==> src/rtl/lcd_key_overlay.sv <==
// Keyboard-overlay renderer: maps LCD sync counters and per-key hold timers to RGB.
// Two pixel-strobe pipeline stages: column tracking, then colour selection.
module lcd_key_overlay #(
  parameter int         NUM_KEYS    = 8,
  parameter int         KEY_W       = 60,
  parameter int         H_ACTIVE    = 480,
  parameter int         KEY_TOP     = 80,
  parameter int         KEY_BOT     = 271,
  parameter int         HOLD_FRAMES = 15,
  parameter logic [7:0] BG_BLUE     = 8'h20
) (
  input  logic       Clk,
  input  logic       rst,
  input  logic       pix_en,
  input  logic [9:0] hcount,
  input  logic [8:0] vcount,
  input  logic       de,
  input  logic       frame_start,
  input  logic       key_valid,
  input  logic [3:0] key_idx,
  output logic [7:0] data_RED,
  output logic [7:0] data_GREEN,
  output logic [7:0] data_BLUE,
  output logic       pix_valid
);

  localparam int SUB_W = (KEY_W > 1) ? $clog2(KEY_W) : 1;

  logic [7:0]       r_hold [NUM_KEYS];
  logic [15:0]      w_litMask;
  logic [3:0]       r_col;
  logic [SUB_W-1:0] r_sub;
  logic [8:0]       r_v;
  logic             r_de;
  logic             w_de;
  logic [23:0]      w_rgb;

  // A touch reloads its key even when a frame pulse lands on the same cycle.
  always_ff @(posedge Clk) begin
    if (!rst) begin
      for (int k = 0; k < NUM_KEYS; k++) r_hold[k] <= '0;
    end else begin
      for (int k = 0; k < NUM_KEYS; k++) begin
        if (key_valid && (key_idx == 4'(k)))
          r_hold[k] <= 8'(HOLD_FRAMES);
        else if (frame_start && (r_hold[k] != 8'd0))
          r_hold[k] <= r_hold[k] - 8'd1;
      end
    end
  end

  always_comb begin
    w_litMask = '0;
    for (int k = 0; k < NUM_KEYS; k++) w_litMask[k] = |r_hold[k];
  end

  assign w_de = de && (hcount < 10'(H_ACTIVE));

  // Column/sub-pixel counters replace hcount / KEY_W; col saturates past the last key.
  always_ff @(posedge Clk) begin
    if (!rst) begin
      r_col <= '0;
      r_sub <= '0;
      r_v   <= '0;
      r_de  <= 1'b0;
    end else if (pix_en) begin
      r_v  <= vcount;
      r_de <= w_de;
      if (hcount == 10'd0) begin
        r_col <= '0;
        r_sub <= '0;
      end else if (r_sub == SUB_W'(KEY_W - 1)) begin
        r_sub <= '0;
        if (r_col != 4'(NUM_KEYS)) r_col <= r_col + 4'd1;
      end else begin
        r_sub <= r_sub + SUB_W'(1);
      end
    end
  end

  always_comb begin
    w_rgb = 24'h000000;
    if (!r_de)
      w_rgb = 24'h000000;
    else if ((r_v < 9'(KEY_TOP)) || (r_v > 9'(KEY_BOT)) || (r_col == 4'(NUM_KEYS)))
      w_rgb = {16'h0000, BG_BLUE};
    else if ((r_sub == '0) || (r_v == 9'(KEY_TOP)))
      w_rgb = 24'h000000;
    else if (w_litMask[r_col])
      w_rgb = 24'hFF0000;
    else
      w_rgb = 24'hFFFFFF;
  end

  always_ff @(posedge Clk) begin
    if (!rst) begin
      data_RED   <= '0;
      data_GREEN <= '0;
      data_BLUE  <= '0;
      pix_valid  <= 1'b0;
    end else if (pix_en) begin
      data_RED   <= w_rgb[23:16];
      data_GREEN <= w_rgb[15:8];
      data_BLUE  <= w_rgb[7:0];
      pix_valid  <= r_de;
    end
  end

endmodule

==> config.mk <==
export PLATFORM = sky130hd
export DESIGN_NAME = lcd_key_overlay
export DESIGN_NICKNAME = d
export VERILOG_FILES = /design/src/rtl/lcd_key_overlay.sv
export SDC_FILE = /design/constraint.sdc
export NUM_CORES = 1
export LEC_CHECK = 0
export CORE_MARGIN = 8
export CORE_UTILIZATION = 51
export CTS_CLUSTER_SIZE = 24
export DETAILED_ROUTE_END_ITERATION = 7
export PLACE_DENSITY = 0.76
export SLEW_MARGIN = 20
export SYNTH_ARGS = -nofsm -noshare
export SYNTH_HDL_FRONTEND = slang
export SYNTH_SLANG_ARGS = --single-unit
==> constraint.sdc <==
create_clock -name Clk -period 1.9 [get_ports Clk]
set_input_delay 0.38 -clock Clk [delete_from_list [all_inputs] [get_ports Clk]]
set_output_delay 0.38 -clock Clk [all_outputs]
set_load 0.005 [all_outputs]
==> results_tabular.tex <==
\begin{tabular}{lr}
\hline
Metric & Value \\
\hline
\multicolumn{2}{l}{\textbf{Outcome}} \\
\quad Result of the run & finished, final reports clean \\
\multicolumn{2}{l}{\textbf{Timing}} \\
\quad Maximum achievable frequency & 537 MHz \\
\quad Relative slew slack & 68.0\% \\
\quad Final setup violation count & 0 \\
\quad Setup repair after global routing missed its margin & true \\
\quad Actual slew at the worst max-slew pin & 0.474 ns \\
\quad Setup skew after layout & 0.0112 ns \\
\quad Final hold viol count & 0 \\
\quad Min Tclk post-route & 1.86 ns \\
\quad Max-slew violation total from the final report & 0 \\
\quad Worst-case hold slack & 0.439 ns \\
\quad Ratio of final minimum period to clock period & 98.1\% \\
\multicolumn{2}{l}{\textbf{Run}} \\
\quad Max Cap Violations & 0 \\
\multicolumn{2}{l}{\textbf{Route}} \\
\quad Post-detailed-route wirelength per cell & 14.4 µm \\
\quad Total via count in the routed design & 3927 \\
\quad Routed wire length & 10700 µm \\
\quad Mean number of vias per cell & 5.27 \\
\quad Remaining design rule violation count & 0 \\
\quad Number of iterations in the first detailed-routing pass & 4 \\
\quad Initial DRC Count & 204 \\
\quad Number of nets still failing antenna checks after routing & 0 \\
\multicolumn{2}{l}{\textbf{Clock network}} \\
\quad H-tree levels & 3 \\
\quad Maximum number of buffers from clock root to sink & 2 \\
\quad TritonCTS buffer count & 9 \\
\quad CTS clock-pin slew for the worst setup and hold paths & 0.09 ns \\
\quad Clock tree from TritonCTS & done \\
\quad Root cell of the clock tree & sky130\_fd\_sc\_hd\_\_clkbuf\_8 \\
\quad \# clock sinks & 88 \\
\quad Latest clock arrival within the worst-skew pair & 0.35 ns \\
\multicolumn{2}{l}{\textbf{Layout}} \\
\quad Number of nets in the finished design & 656 \\
\quad Most common cell after layout, fill and taps aside & sky130\_fd\_sc\_hd\_\_nor2\_1 \\
\quad Commonest non-fill, non-tap cells in the layout & 98 x sky130\_fd\_sc\_hd\_\_nor2\_1, 72 x sky130\_fd\_sc\_hd\_\_buf\_4, 64 x sky130\_fd\_sc\_hd\_\_edfxtp\_1, 47 x sky130\_fd\_sc\_hd\_\_clkdlybuf4s50\_1, 46 x sky130\_fd\_sc\_hd\_\_nand2\_1 \\
\quad Final core area utilization & 68.2\% \\
\quad Fraction of final layout cells with drive strength greater than 1 & 18.3\% \\
\quad Diodes inserted & 0 \\
\quad Area growth from synthesis to layout & 30.0\% \\
\multicolumn{2}{l}{\textbf{Floorplan}} \\
\quad Top-Level Pins & 54 \\
\quad Core footprint & 9240 µm² \\
\quad Chip width & 113 µm \\
\quad Initial Utilization & 52.4\% \\
\quad Die outline area & 12900 µm² \\
\quad Row count & 35 \\
\quad Vertical die dimension & 113 µm \\
\multicolumn{2}{l}{\textbf{Synthesis}} \\
\quad Number of flops mapped to enable cells by yosys & 64 \\
\quad Flip-flop cell with the highest count after synthesis & sky130\_fd\_sc\_hd\_\_edfxtp\_1 \\
\quad Area fraction of the dominant cell type after synthesis & 39.7\% \\
\quad Top post-synthesis cells by area & sky130\_fd\_sc\_hd\_\_edfxtp\_1 40\%, sky130\_fd\_sc\_hd\_\_dfxtp\_1 9.9\%, sky130\_fd\_sc\_hd\_\_nor2\_1 7.6\%, sky130\_fd\_sc\_hd\_\_xor2\_1 6.3\%, sky130\_fd\_sc\_hd\_\_ha\_1 4.1\% \\
\quad Cell area after synthesis & 4840 µm² \\
\quad Fraction of synthesized cell area in xor and xnor cells & 9.22\% \\
\quad Synth Instances & 499 \\
\quad Fraction of the mapped netlist area in simple logic gates & 22.4\% \\
\quad Synth warn & 0 \\
\quad Fraction of synthesized area in multiplexers & 2.32\% \\
\quad Share of the yosys chip area belonging to registers & 49.6\% \\
\quad Post-synth cell types & 47 \\
\quad Synthesized area divided by synthesized cell count & 9.71 µm² \\
\quad Synth area leader & sky130\_fd\_sc\_hd\_\_edfxtp\_1 \\
\quad Adder and majority gate portion of the synthesized area & 4.13\% \\
\quad Number of synthesized register bits & 88 \\
\quad Fraction of the mapped netlist area in compound gates & 6.53\% \\
\quad Share of async-settable or async-resettable flops after synthesis & 0\% \\
\quad Post-synth net total & 544 \\
\quad Largest family of logic cells by synthesized area & simple AND/OR/NAND/NOR gates \\
\multicolumn{2}{l}{\textbf{Power}} \\
\quad Part of the power in the clock network & 27.7\% \\
\quad Internal power summed over all cells & 3290 µW \\
\quad Worst-case vdd ir drop & 0.573 mV \\
\quad Part of the power in combinational logic & 19.5\% \\
\quad Ratio of total power to cell area & 712 nW/µm² \\
\quad Psw & 1200 µW \\
\quad Leakage Power & 0.00255 µW \\
\quad Register share of total power & 52.8\% \\
\quad Switching power as a share of total power & 26.7\% \\
\multicolumn{2}{l}{\textbf{Worst setup path}} \\
\quad Crit path launch type & flop \\
\quad Maximum fanout encountered on the critical timing path & 3 \\
\quad Reg-to-reg critical path endpoint & data\_BLUE[5] \\
\quad RR Startpoint & r\_hold[0][19] \\
\quad Crit Path Category & flop to flop \\
\quad Flop2flop setup slack & 0.04 ns \\
\quad Number of cells on the worst reg-to-reg path & 6 \\
\quad Critical Path End Type & flop \\
\quad Data required time at the worst endpoint & 2.16 ns \\
\quad WP data arrival & 2.13 ns \\
\multicolumn{2}{l}{\textbf{Global route}} \\
\quad Met1 routing resource usage after global routing & 19.2\% \\
\quad GRT Max-Usage Layer & met2 \\
\quad Number of global-route vias before repair & 3970 \\
\quad Met3 layer usage reported by global route & 4.01\% \\
\quad All-layer global routing usage & 16.7\% \\
\quad Pin count of the biggest net entering global routing & 29 \\
\quad Overall overflow remaining after global route & 0 \\
\quad GR Layer Usage met2 & 29.1\% \\
\quad Antenna violations before repair & 0 \\
\quad First-pass GRT wire length & 17700 µm \\
\multicolumn{2}{l}{\textbf{Worst hold path}} \\
\quad Hold EP & r\_de \\
\quad Worst hold-check path type & input pin to flop \\
\quad Hold Path Origin & hcount[5] \\
\quad Worst hold path depth & 4 \\
\multicolumn{2}{l}{\textbf{Place}} \\
\quad IO Port Bufs & 53 \\
\quad Detailed placement HPWL & 8000 µm \\
\quad RePlAce Congestion & 0.820 \\
\hline
\end{tabular}
how the worst max path moves through the flow:
| stage | startpoint | end | slack, ns |
|---|---|---|---|
| floorplan | hcount[5] | r_col[0] | 0.03 |
| global placement | hcount[5] | r_col[3] | -0.38 |
| detailed placement | hcount[5] | r_col[2] | -0.40 |
| CTS | hcount[2] | r_col[2] | 0.007 |
| global route | r_hold[1][3] | r_hold[1][7] | -0.08 |
| finish | r_hold[0][19] | data_BLUE[5] | 0.04 |
synth_stat cells (all sizes together) (4+ instances only):
| cell type | instances |
|---|---|
| inv | 24 |
| nor3 | 12 |
| a21oi | 18 |
| nand2 | 46 |
| edfxtp | 64 |
| or3 | 4 |
| nor4 | 12 |
| ha | 16 |
| nand4 | 9 |
| clkbuf | 5 |
| nor2 | 98 |
| a21o | 6 |
| buf | 25 |
| o21ai | 8 |
| nor2b | 5 |
| xnor2 | 16 |
| dfxtp | 24 |
| nand3 | 24 |
| o31ai | 4 |
| mux2i | 9 |
| nor3b | 5 |
| xor2 | 35 |
layer usage:
layer / up-vias / wire length (µm)
met1: 1869 / 4530
met4: 0 / 194
met2: 99 / 5390
li1: 1944 / -
met3: 15 / 623
met5: - / 0
worst max-delay path: stages, from the launching register on:
cell and delay, ns:
sky130_fd_sc_hd__edfxtp_1 0.42, sky130_fd_sc_hd__nor4_2 0.28, sky130_fd_sc_hd__buf_4 0.16, sky130_fd_sc_hd__nand3_2 0.09
sky130_fd_sc_hd__mux4_2 0.48, sky130_fd_sc_hd__nor3b_4 0.18, sky130_fd_sc_hd__o22ai_1 0.17
through the flow:
step	setup WS [ns]	cell area, µm²	std cells	TNS, ns	power (µW)
3_5_place_dp	-0.397	5980	726	-7.50	3240
6_report	0.0366	6300	745	0	4490
2_1_floorplan	0.0256	4840	499	0	2860
5_1_grt	-0.0849	6300	745	-0.142	4690
3_3_place_gp	-0.379	5980	726	-8.36	3190
4_1_cts	0.00747	6220	743	0	4480
kinds of logic (layout without fill, tap and decap cells):
| logic type | after synthesis | count (layout) |
|---|---|---|
| xor+xnor | 51 | 51 |
| simple gates | 231 | 231 |
| buf+inv | 54 | 171 |
| mux | 10 | 10 |
| fa+ha+maj | 16 | 16 |
| compound gates | 49 | 49 |
| flops | 88 | 88 |
state kept, by name, indices dropped and copies added, names as in the netlist:
register	cells
data_BLUE	1
data_GREEN	1
data_RED	1
pix_valid	1
r_col	4
r_de	1
r_hold	64
r_sub	6
r_v	9
timing repair:
| item | in CTS | in global routing |
|---|---|---|
| setup buffers | 1 | 2 |
| setup endpoints to repair | 20 | 14 |
| resized for setup | 10 | 13 |
| hold buffers | 0 | 0 |
| pin swaps | 4 | 12 |
layout make-up:
type,count,area [µm²]
flip-flops and latches,88,2400
clock buffers,11,131
well taps,129,161
multi-input cells,357,2250
clock inverters,5,50.0
inverters,24,90.1
fillers,716,2940
repair buffers,131,1210
power by group through the flow:
stage | Combinational [µW] | Clock, µW | Sequential, µW
final | 876 | 1240 | 2370
after global routing | 972 | 1330 | 2390
after CTS | 865 | 1250 | 2360
after detailed placement | 846 | 0 | 2390
after global placement | 812 | 0 | 2380
after floorplan | 475 | 0 | 2380
Note: power is estimated with default switching activity, not from simulation.
